$ cat src/rtl/scaler_readout_if.sv
// rtl/scaler_readout_if.sv - read-side valid/ack handshake between scaler_readout and the register bank
interface scaler_readout_if;
  logic        RD_VALID;
  logic [31:0] RD_DELTA;
  logic [15:0] RD_SEQ;
  logic        RD_ACK;

  modport master (output RD_VALID, output RD_DELTA, output RD_SEQ, input RD_ACK);
  modport slave  (input RD_VALID, input RD_DELTA, input RD_SEQ, output RD_ACK);
endinterface

$ cat src/rtl/scaler_readout.sv
// rtl/scaler_readout.sv - PPS-snapshot scaler readout with per-second delta FWFT FIFO
module scaler_readout #(
  parameter int DEPTH_LOG2 = 2
) (
  input  logic                  CLK120,
  input  logic                  RESET,
  input  logic                  ENABLE,
  input  logic                  PPS,
  input  logic [31:0]           COUNT,
  input  logic                  CLR_OVF,
  scaler_readout_if.master      rd,
  output logic [DEPTH_LOG2:0]   FILL,
  output logic                  OVERFLOW,
  output logic [7:0]            DROP_COUNT
);
  localparam int DEPTH = 1 << DEPTH_LOG2;
  localparam logic [DEPTH_LOG2:0]   FILL_FULL = (DEPTH_LOG2 + 1)'(DEPTH);
  localparam logic [DEPTH_LOG2:0]   FILL_ONE  = (DEPTH_LOG2 + 1)'(1);
  localparam logic [DEPTH_LOG2-1:0] PTR_ONE   = DEPTH_LOG2'(1);

  typedef enum logic [1:0] {IDLE, PRIME, RUN} state_t;

  state_t                state;
  logic                  s1, s2, s3;
  logic                  pps_edge;
  logic [31:0]           prev;
  logic [31:0]           delta;
  logic [15:0]           seq;
  logic [15:0]           seq_next;
  logic [31:0]           mem_delta [DEPTH];
  logic [15:0]           mem_seq   [DEPTH];
  logic [DEPTH_LOG2-1:0] wptr, rptr;
  logic                  push, pop, full, accept, drop;

  assign pps_edge = s2 & ~s3;
  assign delta    = COUNT - prev;
  assign seq_next = seq + 16'd1;
  // ENABLE low in the edge cycle suppresses the push as well as the state update
  assign push     = (state == RUN) && ENABLE && pps_edge;
  assign pop      = rd.RD_ACK && (FILL != '0);
  assign full     = (FILL == FILL_FULL);
  assign accept   = push && (!full || pop);
  assign drop     = push && full && !pop;

  assign rd.RD_VALID = (FILL != '0);
  assign rd.RD_DELTA = rd.RD_VALID ? mem_delta[rptr] : '0;
  assign rd.RD_SEQ   = rd.RD_VALID ? mem_seq[rptr]   : '0;

  always_ff @(posedge CLK120) begin
    if (RESET) begin
      s1 <= 1'b0;
      s2 <= 1'b0;
      s3 <= 1'b0;
    end else begin
      s1 <= PPS;
      s2 <= s1;
      s3 <= s2;
    end
  end

  always_ff @(posedge CLK120) begin
    if (RESET) begin
      state <= IDLE;
      prev  <= '0;
      seq   <= '0;
    end else if (!ENABLE) begin
      state <= IDLE;
    end else begin
      case (state)
        IDLE:  state <= PRIME;
        PRIME: if (pps_edge) begin
          prev  <= COUNT;
          state <= RUN;
        end
        RUN:   if (pps_edge) begin
          prev <= COUNT;
          seq  <= seq_next;
        end
        default: state <= IDLE;
      endcase
    end
  end

  always_ff @(posedge CLK120) begin
    if (accept) begin
      mem_delta[wptr] <= delta;
      mem_seq[wptr]   <= seq_next;
    end
  end

  always_ff @(posedge CLK120) begin
    if (RESET) begin
      wptr <= '0;
      rptr <= '0;
      FILL <= '0;
    end else begin
      if (accept) wptr <= wptr + PTR_ONE;
      if (pop)    rptr <= rptr + PTR_ONE;
      case ({accept, pop})
        2'b10:   FILL <= FILL + FILL_ONE;
        2'b01:   FILL <= FILL - FILL_ONE;
        default: FILL <= FILL;
      endcase
    end
  end

  // a drop coinciding with CLR_OVF restarts the count at one rather than clearing it
  always_ff @(posedge CLK120) begin
    if (RESET) begin
      OVERFLOW   <= 1'b0;
      DROP_COUNT <= '0;
    end else if (drop) begin
      OVERFLOW <= 1'b1;
      if (CLR_OVF)                  DROP_COUNT <= 8'd1;
      else if (DROP_COUNT != 8'hFF) DROP_COUNT <= DROP_COUNT + 8'd1;
    end else if (CLR_OVF) begin
      OVERFLOW   <= 1'b0;
      DROP_COUNT <= '0;
    end
  end
endmodule

$ cat src/flat_wrapper.sv
// flat-port wrapper written by rule: the top's interface ports become plain ports
module scaler_readout_flat 
#(
  parameter int DEPTH_LOG2 = 2
)
  (CLK120, RESET, ENABLE, PPS, COUNT, CLR_OVF, FILL, OVERFLOW, DROP_COUNT, rd_RD_VALID, rd_RD_DELTA, rd_RD_SEQ, rd_RD_ACK);
  scaler_readout_if rd_i ();
  input  logic CLK120;
  input  logic RESET;
  input  logic ENABLE;
  input  logic PPS;
  input  logic [31:0] COUNT;
  input  logic CLR_OVF;
  output logic [DEPTH_LOG2:0] FILL;
  output logic OVERFLOW;
  output logic [7:0] DROP_COUNT;
  output wire logic [$bits(rd_i.RD_VALID)-1:0] rd_RD_VALID;
  output wire logic [$bits(rd_i.RD_DELTA)-1:0] rd_RD_DELTA;
  output wire logic [$bits(rd_i.RD_SEQ)-1:0] rd_RD_SEQ;
  input wire logic [$bits(rd_i.RD_ACK)-1:0] rd_RD_ACK;
  assign rd_RD_VALID = rd_i.RD_VALID;
  assign rd_RD_DELTA = rd_i.RD_DELTA;
  assign rd_RD_SEQ = rd_i.RD_SEQ;
  assign rd_i.RD_ACK = rd_RD_ACK;
  scaler_readout #(.DEPTH_LOG2(DEPTH_LOG2)) u_core (.CLK120(CLK120), .RESET(RESET), .ENABLE(ENABLE), .PPS(PPS), .COUNT(COUNT), .CLR_OVF(CLR_OVF), .rd(rd_i), .FILL(FILL), .OVERFLOW(OVERFLOW), .DROP_COUNT(DROP_COUNT));
endmodule
$ cat config.mk
export PLATFORM = sky130hd
export DESIGN_NAME = scaler_readout_flat
export DESIGN_NICKNAME = d
export VERILOG_FILES = /design/src/rtl/scaler_readout_if.sv /design/src/rtl/scaler_readout.sv /design/src/flat_wrapper.sv
export SDC_FILE = /design/constraint.sdc
export NUM_CORES = 1
export LEC_CHECK = 0
export BUFFER_PORTS_ARGS = -buffer_cell sky130_fd_sc_hd__buf_2
export CAP_MARGIN = 15
export CORE_MARGIN = 8
export CORE_UTILIZATION = 25
export CTS_CLUSTER_DIAMETER = 150
export DETAILED_ROUTE_END_ITERATION = 8
export PLACE_DENSITY = 0.47
export SYNTH_ARGS = -nofsm -noshare
export SYNTH_HDL_FRONTEND = slang
export SYNTH_SLANG_ARGS = --single-unit
$ cat constraint.sdc
create_clock -name CLK120 -period 3.1 [get_ports CLK120]
set_input_delay 0.93 -clock CLK120 [delete_from_list [all_inputs] [get_ports CLK120]]
set_output_delay 0.93 -clock CLK120 [all_outputs]
set_load 0.02 [all_outputs]
==> results.py <==
metrics = {
    "critical_path": {
        "crit_type": "reg -> out",
        "cp_top_family": "multiplexers",
        "crit_chain": "buf_12 -> buf_4 -> mux4_2 -> and2_4 -> buf_4",
        "rrSetupSlack_ns": 0.37,
        "r2r-start": "u_core.prev[0]",
        "worstSetupStartpointType": "flip-flop",
        "arrival_ns": 2.12,
        "end_kind": "output pin",
        "r2r_cells": 10,
        "cp_common_cell": "buf_4",
        "r2r_end": "u_core.mem_delta[3][18]",
        "max_stage_delay_ns": 0.55,
        "worstPathMaxFanout": 10,
        "slowest_stage": "mux4_2",
        "path_buf_inv": 3,
        "required_ns": 2.17,
    },
    "synthesis": {
        "synth_area_leaders": "edfxtp_1 (47%), dfxtp_1 (12%), mux4_2 (8.9%), ha_1 (4.2%), nand2_1 (3.3%)",
        "synth.most_common_cell": "edfxtp_1",
        "yosys_warnings": 0,
        "synth_cell_types": 64,
        "syn_inst": 950,
        "synth_edf_count": 192,
        "synth_area_leader_cell": "edfxtp_1",
        "syn_area_per_cell_sq_um": 12.8,
        "synth_seq_cells": 263,
        "yosys_most_used_dff": "edfxtp_1",
        "synth-async-reset-ratio_pct": 0,
        "synth_top_area_share_pct": 47.4,
        "syn_nets": 1031,
        "ys_top_cells_by_count": "edfxtp_1 (192), nand2_1 (106), a21oi_1 (76)",
        "ys_seq_area_share_pct": 59.1,
        "syn_area_sq_um": 12200,
    },
    "clocking": {
        "worstSkewPairLatency_ns": 0.56,
        "clkSinkCount": 263,
        "cts_made_buffers": 30,
        "hold_buffers": 0,
        "clockRootBuffer": "clkbuf_16",
        "cts_tree": "done",
        "htreeDepth": 1,
        "clockBufferDepth": 3,
        "path_clk_slew_ns": 0.06,
    },
    "sta": {
        "hold_viol_final": 0,
        "period_needed_ns": 3.05,
        "fmax_mhz": 328,
        "setup_viol": 0,
        "finalSetupTns_ns": 0,
        "worst_pin_slew_ns": 0.530,
        "skew_ns": 0.00993,
        "fin_crit_sh_pct": 98.2,
        "relSlewSlack_pct": 64.7,
        "drv_slew": 0,
        "rsz0062_at_grt": "yes",
    },
    "global_routing": {
        "grt_usage_pct": 10.7,
        "antenna_found_initial": 3,
        "grt_pass1_vias": 8342,
        "gr-usage-met1_pct": 14.2,
        "grt_pass1_wl_mm": 47.9,
        "busiest_layer": "met2",
        "grt_util_met3_pct": 1.83,
        "grt_max_degree": 49,
        "gr-total-overflow": 0,
        "met2_usage_pct": 18.0,
    },
    "placement": {
        "io_buffer_count": 98,
        "gp_congestion": 0.768,
        "place_hpwl_mm": 21.1,
    },
    "routing": {
        "vias": 7893,
        "drc": 0,
        "first_iter_violations": 416,
        "wire_per_inst_microns": 16.7,
        "postRouteAntennaNets": 0,
        "drt_wl_total_mm": 30.2,
        "first_pass_iters": 6,
        "viasPerCell": 4.37,
    },
    "die": {
        "rows": 81,
        "die_h_microns": 237,
        "initial_core_util_pct": 25.1,
        "die_w_microns": 237,
        "io_pins": 99,
        "core_sq_um": 48400,
        "dieArea_sq_um": 55900,
    },
    "hold_path": {
        "hold_path_class": "reg -> reg",
        "min_path_cells": 1,
        "min-delay-start": "u_core.s1",
        "hold_path_end": "u_core.s2",
    },
    "power_and_ir_drop": {
        "p_leak_nw": 5.49,
        "power.total_mw": 7.66,
        "p_per_area_nw_per_um2": 497,
        "ir_drop_mv": 0.376,
    },
    "final_layout": {
        "drive_gt1_share_pct": 29.5,
        "nNetsFinal": 1242,
        "area_growth_pct": 26.7,
    },
    "job": {
        "maxCapViolCount": 0,
    },
    "outcome": {
        "status": "completed",
    },
}
-- how the worst max path moves through the flow --
stage	startpoint	to	slack, ns	depth (start not counted)
final	flip-flop	rd_RD_DELTA[26]	0.05	5
after global routing	flip-flop	rd_RD_DELTA[15]	-0.02	5
after detailed placement	COUNT[0]	u_core.mem_delta[0][28]	-0.41	12
after global placement	COUNT[0]	u_core.mem_delta[0][28]	-0.36	12
after CTS	flip-flop	rd_RD_SEQ[8]	-0.03	5
after floorplan	COUNT[0]	u_core.mem_delta[0][26]	0.003	10
-- placed cells by master (no fill, tap or decap), types with 7 or more instances in the layout --
cell | netlist | layout
edfxtp_1 | 192 | 192
buf_4 | 1 | 110
nand2_1 | 106 | 106
buf_2 | 6 | 90
a21oi_1 | 76 | 76
dfxtp_1 | 71 | 69
inv_1 | 53 | 53
nor2_1 | 49 | 49
mux4_2 | 48 | 48
and2_1 | 56 | 42
ha_1 | 41 | 41
clkbuf_16 | 0 | 33
xor2_1 | 31 | 31
xnor2_1 | 30 | 30
o21ai_0 | 24 | 23
nand3_1 | 15 | 15
buf_12 | 0 | 15
a21o_1 | 12 | 12
and2_4 | 0 | 10
nand4_1 | 9 | 9
a31oi_1 | 8 | 8
clkbuf_1 | 32 | 8
or3_1 | 8 | 7
clkinv_2 | 0 | 7
-- kinds of logic after synthesis --
kind of cell | after synthesis | synth area share [%]
AOI/OAI and AO/OA | 166 | 8.79
xor gates and xnor gates | 61 | 4.39
adders and majority gates | 43 | 4.55
buffers and inverters | 96 | 3.20
DFF | 263 | 59.1
muxes | 49 | 8.97
and+or+nand+nor | 272 | 11.0
-- where the power goes --
group / total [mW] / switching, mW / internal [mW]
clock: 3.35 / 1.40 / 1.96
sequential: 3.80 / 0.00318 / 3.80
combinational: 0.500 / 0.274 / 0.226
-- registers in the layout, summed over array words and instances (netlist names), named ones only --
name               cells
u_core.DROP_COUNT      8
u_core.FILL            3
u_core.OVERFLOW        1
u_core.mem_delta     128
u_core.mem_seq        64
u_core.prev           32
u_core.rptr            2
u_core.s1              1
u_core.s2              1
u_core.s3              1
u_core.seq            16
u_core.state           2
u_core.wptr            2
-- metal layers --
layer | vias to the layer above | routed length, microns
met4 | 2 | 435
met2 | 110 | 14200
li1 | 3900 | -
met1 | 3847 | 14500
met5 | - | 12
met3 | 34 | 1080
-- cell type report --
type | count | area [sq um]
clock inverter | 14 | 101
multi-input combinational | 591 | 4620
clock buffer | 41 | 833
sequential | 263 | 7190
timing repair buffer | 222 | 1680
antenna | 2 | 5.00
tap | 622 | 778
fill | 4917 | 33000
inverter | 53 | 199
-- timing repair --
action | CTS | global route
gates cloned | 0 | 2
setup endpoints to repair | 46 | 22
buffers inserted | 3 | 4
pin swaps | 2 | 2
gates resized for setup | 5 | 21
hold endpoints to repair | 0 | 0
-- stage by stage --
| stage | instances | area [sq um] | hold WS, ns | utilization [%] | setup slack [ns] |
|---|---|---|---|---|---|
| floorplan | 950 | 12200 | 0.414 | - | 0.00337 |
| global placement | 1742 | 14300 | 0.441 | 29.5 | -0.363 |
| detailed placement | 1742 | 14300 | 0.442 | 29.5 | -0.412 |
| CTS | 1800 | 15300 | 0.454 | 31.5 | -0.0316 |
| global route | 1807 | 15400 | 0.471 | 31.8 | -0.0199 |
| finish | 1808 | 15400 | 0.450 | 31.8 | 0.0543 |
Note: power is estimated with default switching activity, not from simulation.
